<file path="src/rtl/multicycle_control.sv">
// -----------------------------------------------------------------------------
// multicycle_control
//   Main control FSM for a multicycle MIPS datapath. It decodes the instruction
//   opcode over several cycles and drives the datapath enables, the mux selects
//   and the 3-bit alu_op that feeds the ALU-function decoder. The FSM stalls in
//   the memory states until mem_ready is seen. It halts when it decodes an
//   unsupported opcode, or when a memory access waits longer than MEM_TIMEOUT.
//
// Ports
//   clk               rising-edge clock
//   reset             synchronous, active-low reset
//   opcode[5:0]       instr[31:26] from IR, sampled in DECODE
//   mem_ready         memory completes the current read/write this cycle
//   pc_write          unconditional PC load
//   pc_write_cond_eq  PC load when ALU zero=1 (beq)
//   pc_write_cond_ne  PC load when ALU zero=0 (bne)
//   i_or_d            memory address select: 0=PC, 1=ALUOut
//   mem_read          memory read request
//   mem_write         memory write request
//   ir_write          IR load
//   mem_to_reg        RF write data select: 0=ALUOut, 1=MDR
//   reg_dst           RF destination select: 0=rt, 1=rd
//   reg_write         RF write enable
//   alu_src_a         ALU A select: 0=PC, 1=A
//   alu_src_b[1:0]    ALU B select: 00=B, 01=4, 10=imm, 11=imm<<2
//   pc_source[1:0]    PC source: 00=ALU result, 01=ALUOut, 10=jump target
//   alu_op[2:0]       111=R-type, 100=add, 101=or, 000=lui, 110=sub
//   illegal_op        sticky flag, set when an unsupported opcode is decoded
//   mem_timeout       sticky flag, set when a memory wait times out
//   state_out[3:0]    current state encoding (debug)
// -----------------------------------------------------------------------------
module multicycle_control #(
    parameter int MEM_TIMEOUT = 16
) (
    input  logic       clk,
    input  logic       reset,
    input  logic [5:0] opcode,
    input  logic       mem_ready,
    output logic       pc_write,
    output logic       pc_write_cond_eq,
    output logic       pc_write_cond_ne,
    output logic       i_or_d,
    output logic       mem_read,
    output logic       mem_write,
    output logic       ir_write,
    output logic       mem_to_reg,
    output logic       reg_dst,
    output logic       reg_write,
    output logic       alu_src_a,
    output logic [1:0] alu_src_b,
    output logic [1:0] pc_source,
    output logic [2:0] alu_op,
    output logic       illegal_op,
    output logic       mem_timeout,
    output logic [3:0] state_out
);

    localparam int CNT_W = $clog2(MEM_TIMEOUT + 1);

    typedef enum logic [3:0] {
        FETCH  = 4'd0,
        DECODE = 4'd1,
        MEMADR = 4'd2,
        MEMRD  = 4'd3,
        MEMWB  = 4'd4,
        MEMWR  = 4'd5,
        EXEC_R = 4'd6,
        ALU_WB = 4'd7,
        EXEC_I = 4'd8,
        IMM_WB = 4'd9,
        BRANCH = 4'd10,
        JUMP   = 4'd11,
        HALT   = 4'd15
    } state_t;

    localparam logic [5:0] OP_RTYPE = 6'b000000;
    localparam logic [5:0] OP_J     = 6'b000010;
    localparam logic [5:0] OP_BEQ   = 6'b000100;
    localparam logic [5:0] OP_BNE   = 6'b000101;
    localparam logic [5:0] OP_ADDI  = 6'b001000;
    localparam logic [5:0] OP_ORI   = 6'b001101;
    localparam logic [5:0] OP_LUI   = 6'b001111;
    localparam logic [5:0] OP_LW    = 6'b100011;
    localparam logic [5:0] OP_SW    = 6'b101011;

    state_t             state_q, state_d;
    logic [CNT_W-1:0]   cnt_q, cnt_d;
    logic [5:0]         op_q, op_d;
    logic               illegal_q, illegal_d;
    logic               timeout_q, timeout_d;

    logic in_mem_state;
    logic timeout_hit;

    // NOTE: sequential state uses non-blocking assignments so that every
    // register samples the values from before the edge. The reset branch sits
    // inside the clocked block, which makes the reset synchronous.
    always_ff @(posedge clk) begin
        if (!reset) begin
            state_q   <= FETCH;
            cnt_q     <= '0;
            op_q      <= '0;
            illegal_q <= 1'b0;
            timeout_q <= 1'b0;
        end else begin
            state_q   <= state_d;
            cnt_q     <= cnt_d;
            op_q      <= op_d;
            illegal_q <= illegal_d;
            timeout_q <= timeout_d;
        end
    end

    // The wait counter only runs in the three states that wait on memory.
    // A ready cycle completes the access even when the count is at its limit.
    assign in_mem_state = (state_q == FETCH) || (state_q == MEMRD) || (state_q == MEMWR);
    assign timeout_hit  = in_mem_state && !mem_ready &&
                          (cnt_q == CNT_W'(MEM_TIMEOUT - 1));

    // NOTE: every signal assigned here gets a default first. A path that
    // leaves one unassigned would otherwise infer a latch.
    always_comb begin
        state_d          = state_q;
        op_d             = op_q;
        illegal_d        = illegal_q;
        timeout_d        = timeout_q | timeout_hit;
        cnt_d            = (in_mem_state && !mem_ready && !timeout_hit) ? cnt_q + 1'b1 : '0;

        pc_write         = 1'b0;
        pc_write_cond_eq = 1'b0;
        pc_write_cond_ne = 1'b0;
        i_or_d           = 1'b0;
        mem_read         = 1'b0;
        mem_write        = 1'b0;
        ir_write         = 1'b0;
        mem_to_reg       = 1'b0;
        reg_dst          = 1'b0;
        reg_write        = 1'b0;
        alu_src_a        = 1'b0;
        alu_src_b        = 2'b00;
        pc_source        = 2'b00;
        alu_op           = 3'b000;
        illegal_op       = illegal_q;
        mem_timeout      = timeout_q;
        state_out        = state_q;

        unique case (state_q)
            FETCH: begin
                mem_read  = 1'b1;
                alu_src_b = 2'b01;
                alu_op    = 3'b100;
                ir_write  = mem_ready;
                pc_write  = mem_ready;
                if (mem_ready)        state_d = DECODE;
                else if (timeout_hit) state_d = HALT;
            end
            DECODE: begin
                // Compute the branch target into ALUOut in case it is needed.
                alu_src_b = 2'b11;
                alu_op    = 3'b100;
                op_d      = opcode;
                case (opcode)
                    OP_LW, OP_SW:           state_d = MEMADR;
                    OP_RTYPE:               state_d = EXEC_R;
                    OP_ADDI, OP_ORI, OP_LUI: state_d = EXEC_I;
                    OP_BEQ, OP_BNE:         state_d = BRANCH;
                    OP_J:                   state_d = JUMP;
                    default: begin
                        state_d   = HALT;
                        illegal_d = 1'b1;
                    end
                endcase
            end
            MEMADR: begin
                alu_src_a = 1'b1;
                alu_src_b = 2'b10;
                alu_op    = 3'b100;
                state_d   = (op_q == OP_LW) ? MEMRD : MEMWR;
            end
            MEMRD: begin
                i_or_d   = 1'b1;
                mem_read = 1'b1;
                if (mem_ready)        state_d = MEMWB;
                else if (timeout_hit) state_d = HALT;
            end
            MEMWB: begin
                mem_to_reg = 1'b1;
                reg_write  = 1'b1;
                state_d    = FETCH;
            end
            MEMWR: begin
                i_or_d    = 1'b1;
                mem_write = 1'b1;
                if (mem_ready)        state_d = FETCH;
                else if (timeout_hit) state_d = HALT;
            end
            EXEC_R: begin
                alu_src_a = 1'b1;
                alu_op    = 3'b111;
                state_d   = ALU_WB;
            end
            ALU_WB: begin
                reg_dst   = 1'b1;
                reg_write = 1'b1;
                state_d   = FETCH;
            end
            EXEC_I: begin
                alu_src_a = 1'b1;
                alu_src_b = 2'b10;
                case (op_q)
                    OP_ORI:  alu_op = 3'b101;
                    OP_LUI:  alu_op = 3'b000;
                    default: alu_op = 3'b100;
                endcase
                state_d = IMM_WB;
            end
            IMM_WB: begin
                reg_write = 1'b1;
                state_d   = FETCH;
            end
            BRANCH: begin
                alu_src_a        = 1'b1;
                alu_op           = 3'b110;
                pc_source        = 2'b01;
                pc_write_cond_eq = (op_q == OP_BEQ);
                pc_write_cond_ne = (op_q == OP_BNE);
                state_d          = FETCH;
            end
            JUMP: begin
                pc_source = 2'b10;
                pc_write  = 1'b1;
                state_d   = FETCH;
            end
            HALT: begin
                state_d = HALT;
            end
            default: begin
                state_d = HALT;
            end
        endcase

        // While reset is held, every output reads as zero whatever the state.
        if (!reset) begin
            pc_write         = 1'b0;
            pc_write_cond_eq = 1'b0;
            pc_write_cond_ne = 1'b0;
            i_or_d           = 1'b0;
            mem_read         = 1'b0;
            mem_write        = 1'b0;
            ir_write         = 1'b0;
            mem_to_reg       = 1'b0;
            reg_dst          = 1'b0;
            reg_write        = 1'b0;
            alu_src_a        = 1'b0;
            alu_src_b        = 2'b00;
            pc_source        = 2'b00;
            alu_op           = 3'b000;
            illegal_op       = 1'b0;
            mem_timeout      = 1'b0;
            state_out        = 4'd0;
        end
    end

endmodule
</file>
<file path="config.mk">
export PLATFORM = sky130hd
export DESIGN_NAME = multicycle_control
export DESIGN_NICKNAME = d
export VERILOG_FILES = /design/src/rtl/multicycle_control.sv
export SDC_FILE = /design/constraint.sdc
export NUM_CORES = 1
export LEC_CHECK = 0
export BUFFER_PORTS_ARGS = -buffer_cell sky130_fd_sc_hd__buf_2
export CORE_MARGIN = 2
export CORE_UTILIZATION = 56
export CTS_CLUSTER_SIZE = 30
export DETAILED_ROUTE_END_ITERATION = 16
export GPL_TIMING_DRIVEN = 0
export PLACE_DENSITY = 0.84
export SLEW_MARGIN = 10
export SYNTH_ARGS = -nofsm -noshare
export SYNTH_HDL_FRONTEND = slang
export SYNTH_SLANG_ARGS = --single-unit
</file>
<file path="constraint.sdc">
create_clock -name clk -period 4.95 [get_ports clk]
set_clock_uncertainty 0.15 [all_clocks]
set_input_delay 0.495 -clock clk [delete_from_list [all_inputs] [get_ports clk]]
set_output_delay 0.495 -clock clk [all_outputs]
set_load 0.01 [all_outputs]
</file>
==> impl_metrics.csv <==
group,metric,value,unit
floorplan,initial_core_util,58.4,%
yosys,synth-seq-cells,17,
yosys,yosys_warnings,0,
floorplan,die_h,51.6,µm
critical_path,cp-start-kind,"flip-flop",
timing,worst_pin_slew,0.459,ns
timing,fin_crit_sh,56.0,%
finish,antenna_cells,0,
clock_network,worstSkewPairLatency,0.29,ns
timing,max_slew_margin,69.4,%
routing,vias,1353,
critical_path,cp_num_buf_inv,2,
yosys,synth_cell_type_count,49,
power,internal_power,380,µW
timing,hold_viol,0,
placement,gp_congestion,0.891,
placement,dpl.hpwl,2400,µm
routing,drc,0,
power,p_switching,364,µW
clock_network,cts_tree,"built",
routing,viasPerCell,5.78,
timing,setup_tns,0,ns
critical_path,crit_family,"simple AND/OR/NAND/NOR gates",
floorplan,die_area,2660,µm²
critical_path,crit_chain,"buf_2, nand2b_4, or4_1, o32a_1, nor3b_2, buf_2",
critical_path,crit_fanout,10,
routing,drt-total-wl,3120,µm
clock_network,cts-root-buf,"clkbuf_4",
global_route,antenna_found_initial,0,
critical_path,cp_data_arrival_time,2.13,ns
timing,grt_setup_unrepaired,"false",
timing,finalWorstSetupSlack,2.18,ns
global_route,grt_pass1_wl,5220,µm
power,clkPwrFrac,9.9,%
job,max_cap_viol_count,0,
clock_network,cts_resized,0,
critical_path,cpMaxStageDelayCell,"or4_1",
floorplan,dieWidth,51.6,µm
power,power.density,500,nW/µm²
clock_network,ctsHoldBuffers,0,
yosys,synth_edf_count,0,
timing,max_freq,361,MHz
power,p_seq_share,26.3,%
yosys,syn_inst,170,
finish,fillerInstances,208,
global_route,grt_pass1_vias,1218,
timing,setup_viol,0,
clock_network,cts_num_sinks,17,
finish,drive_gt1_share,20.9,%
clock_network,cts-htree-levels,1,
routing,first_pass_iters,4,
status,status,"finished, final reports clean",
clock_network,clk_transition_reported_paths,0.10,ns
clock_network,clockBufferDepth,2,
global_route,overflow,0,
placement,pre_cts_ws,2.52,ns
power,combinationalPowerShare,63.8,%
global_route,grt_max_degree,11,
critical_path,critPathRequiredTime,4.30,ns
power,swShare,48.9,%
critical_path,cp_slowest_stage_delay,0.53,ns
clock_network,numCtsBuffers,3,
routing,drt-initial-drc-count,36,
yosys,async_flop_share,0,%
yosys,syn_area,1270,µm²
floorplan,coreArea,2170,µm²
timing,period_needed,2.77,ns
min_path,holdCritPathClass,"flip-flop to flip-flop",
routing,avgRoutedWirePerCell,13.3,µm
floorplan,row_count,17,
finish,utilization,68.6,%
critical_path,end_kind,"primary output",
critical_path,path_common_cell,"buf_2",
yosys,syn_avg_cell_area,7.46,µm²
finish,nets,218,
finish,syn_to_final_growth,17.5,%
yosys,syn-num-nets,181,
power,ir_drop,0.268,mV
global_route,grt_usage,26.0,%
power,finalPower,744,µW
yosys,synth-seq-area-share,26.9,%
critical_path,path_class,"flip-flop to primary output",
power,leakage,0.624,nW
routing,ant_nets,0,
timing,final_max_slew_viol_count,0,
yosys,dominantRegCellSynth,"dfxtp_1",
clock_network,cts_setup_buffers,0,
placement,portBuffers,32,
floorplan,ios,33,
## routing by layer
| metal | routed length (µm) | GRT usage (%) | share of wire [%] |
|---|---|---|---|
| met4 | 49 | 9.65 | 1.6 |
| met3 | 221 | 4.02 | 7.1 |
| met2 | 1450 | 43.6 | 46 |
| met1 | 1400 | 33.6 | 45 |
| met5 | 0 | 0 | 0 |
## cells in the mapped netlist, types with 2 or more instances
cell / n / area [µm²]
a21o_1: 2 / 15.0
nor4b_1: 2 / 17.5
xnor2_1: 2 / 17.5
nand4b_1: 2 / 17.5
buf_1: 3 / 11.3
nand2_1: 25 / 93.8
o22ai_1: 2 / 12.5
and2_1: 7 / 43.8
or4_1: 3 / 22.5
o21a_1: 3 / 22.5
a31oi_1: 2 / 12.5
nand3_1: 4 / 20.0
buf_2: 2 / 10.0
xor2_1: 2 / 17.5
nor2_1: 18 / 67.6
nor4_1: 4 / 25.0
a21boi_0: 6 / 45.0
dfxtp_1: 17 / 340
nor3_1: 4 / 20.0
o31a_1: 2 / 17.5
nor2b_1: 6 / 37.5
clkbuf_1: 7 / 26.3
o21ai_0: 3 / 15.0
a21oi_1: 6 / 30.0
o31ai_1: 2 / 15.0
inv_1: 6 / 22.5
and3_1: 4 / 25.0
ha_1: 2 / 25.0
nand2b_1: 2 / 12.5
## worst paths after layout
check	from	to	slack, ns	cells past startpoint
setup / recovery	state_q[2]	alu_op[0]	2.18	6
setup reg to reg	cnt_q[0]	state_q[2]	2.91	7
hold reg to reg	cnt_q[0]	cnt_q[0]	0.31	1
hold / removal	cnt_q[0]	cnt_q[0]	0.31	1
## per-stage QoR
stage / instances / cell area (µm²) / hold WS (ns)
after global placement: 230 / 1460 / 0.280
after global routing: 234 / 1490 / 0.331
after detailed placement: 230 / 1460 / 0.290
final: 234 / 1490 / 0.306
after floorplan: 170 / 1270 / 0.268
after CTS: 234 / 1490 / 0.305
## worst reg2reg max path: cells and delay by family (launching register included)
kind,cells,cell delay (ns)
adder cells (fa/ha/maj),2,0.43
AND/OR/NAND/NOR,2,0.35
AO/OA/AOI/OAI,3,0.68
flip-flops,1,0.34
## power by group through the flow
stage | clock network (mW) | registers, mW | logic, mW
finish | 0.0736 | 0.195 | 0.475
global route | 0.0816 | 0.201 | 0.527
CTS | 0.0752 | 0.194 | 0.470
detailed placement | 0 | 0.197 | 0.467
global placement | 0 | 0.195 | 0.451
floorplan | 0 | 0.191 | 0.347
## cells in the final DEF (no fill, tap or decap), drive strengths merged, types with 6 or more instances in the layout
master and n:
a21oi 6, inv 6, nor2 18, and2 8, buf 37, a21boi 6, clkbuf 11, nand2 25
nor2b 6, dfxtp 17
## cell type report
| type | count | area (µm²) | area share (%) |
|---|---|---|---|
| Tap cell | 28 | 35.0 | 2.35 |
| Clock buffer | 4 | 26.3 | 1.76 |
| Timing Repair Buffer | 32 | 160 | 10.8 |
| Buffer | 12 | 47.5 | 3.19 |
| Multi-Input combinational cell | 135 | 857 | 57.6 |
| Inverter | 6 | 22.5 | 1.51 |
| Sequential cell | 17 | 340 | 22.9 |
## state kept, by name, indices dropped and copies added (netlist names)
| register | flops |
|---|---|
| cnt_q | 5 |
| timeout_q | 1 |
| illegal_q | 1 |
| state_q | 4 |
| op_q | 6 |
## cell families after synthesis
logic type	Yosys count	synth area share (%)
adders and majority gates	2	1.97
AOI/OAI and AO/OA	38	23.5
xor gates and xnor gates	4	2.76
buffers and inverters	18	5.53
muxes	2	1.68
DFF	17	26.9
and+or+nand+nor	89	37.7
(Power assumes the default switching activity.)
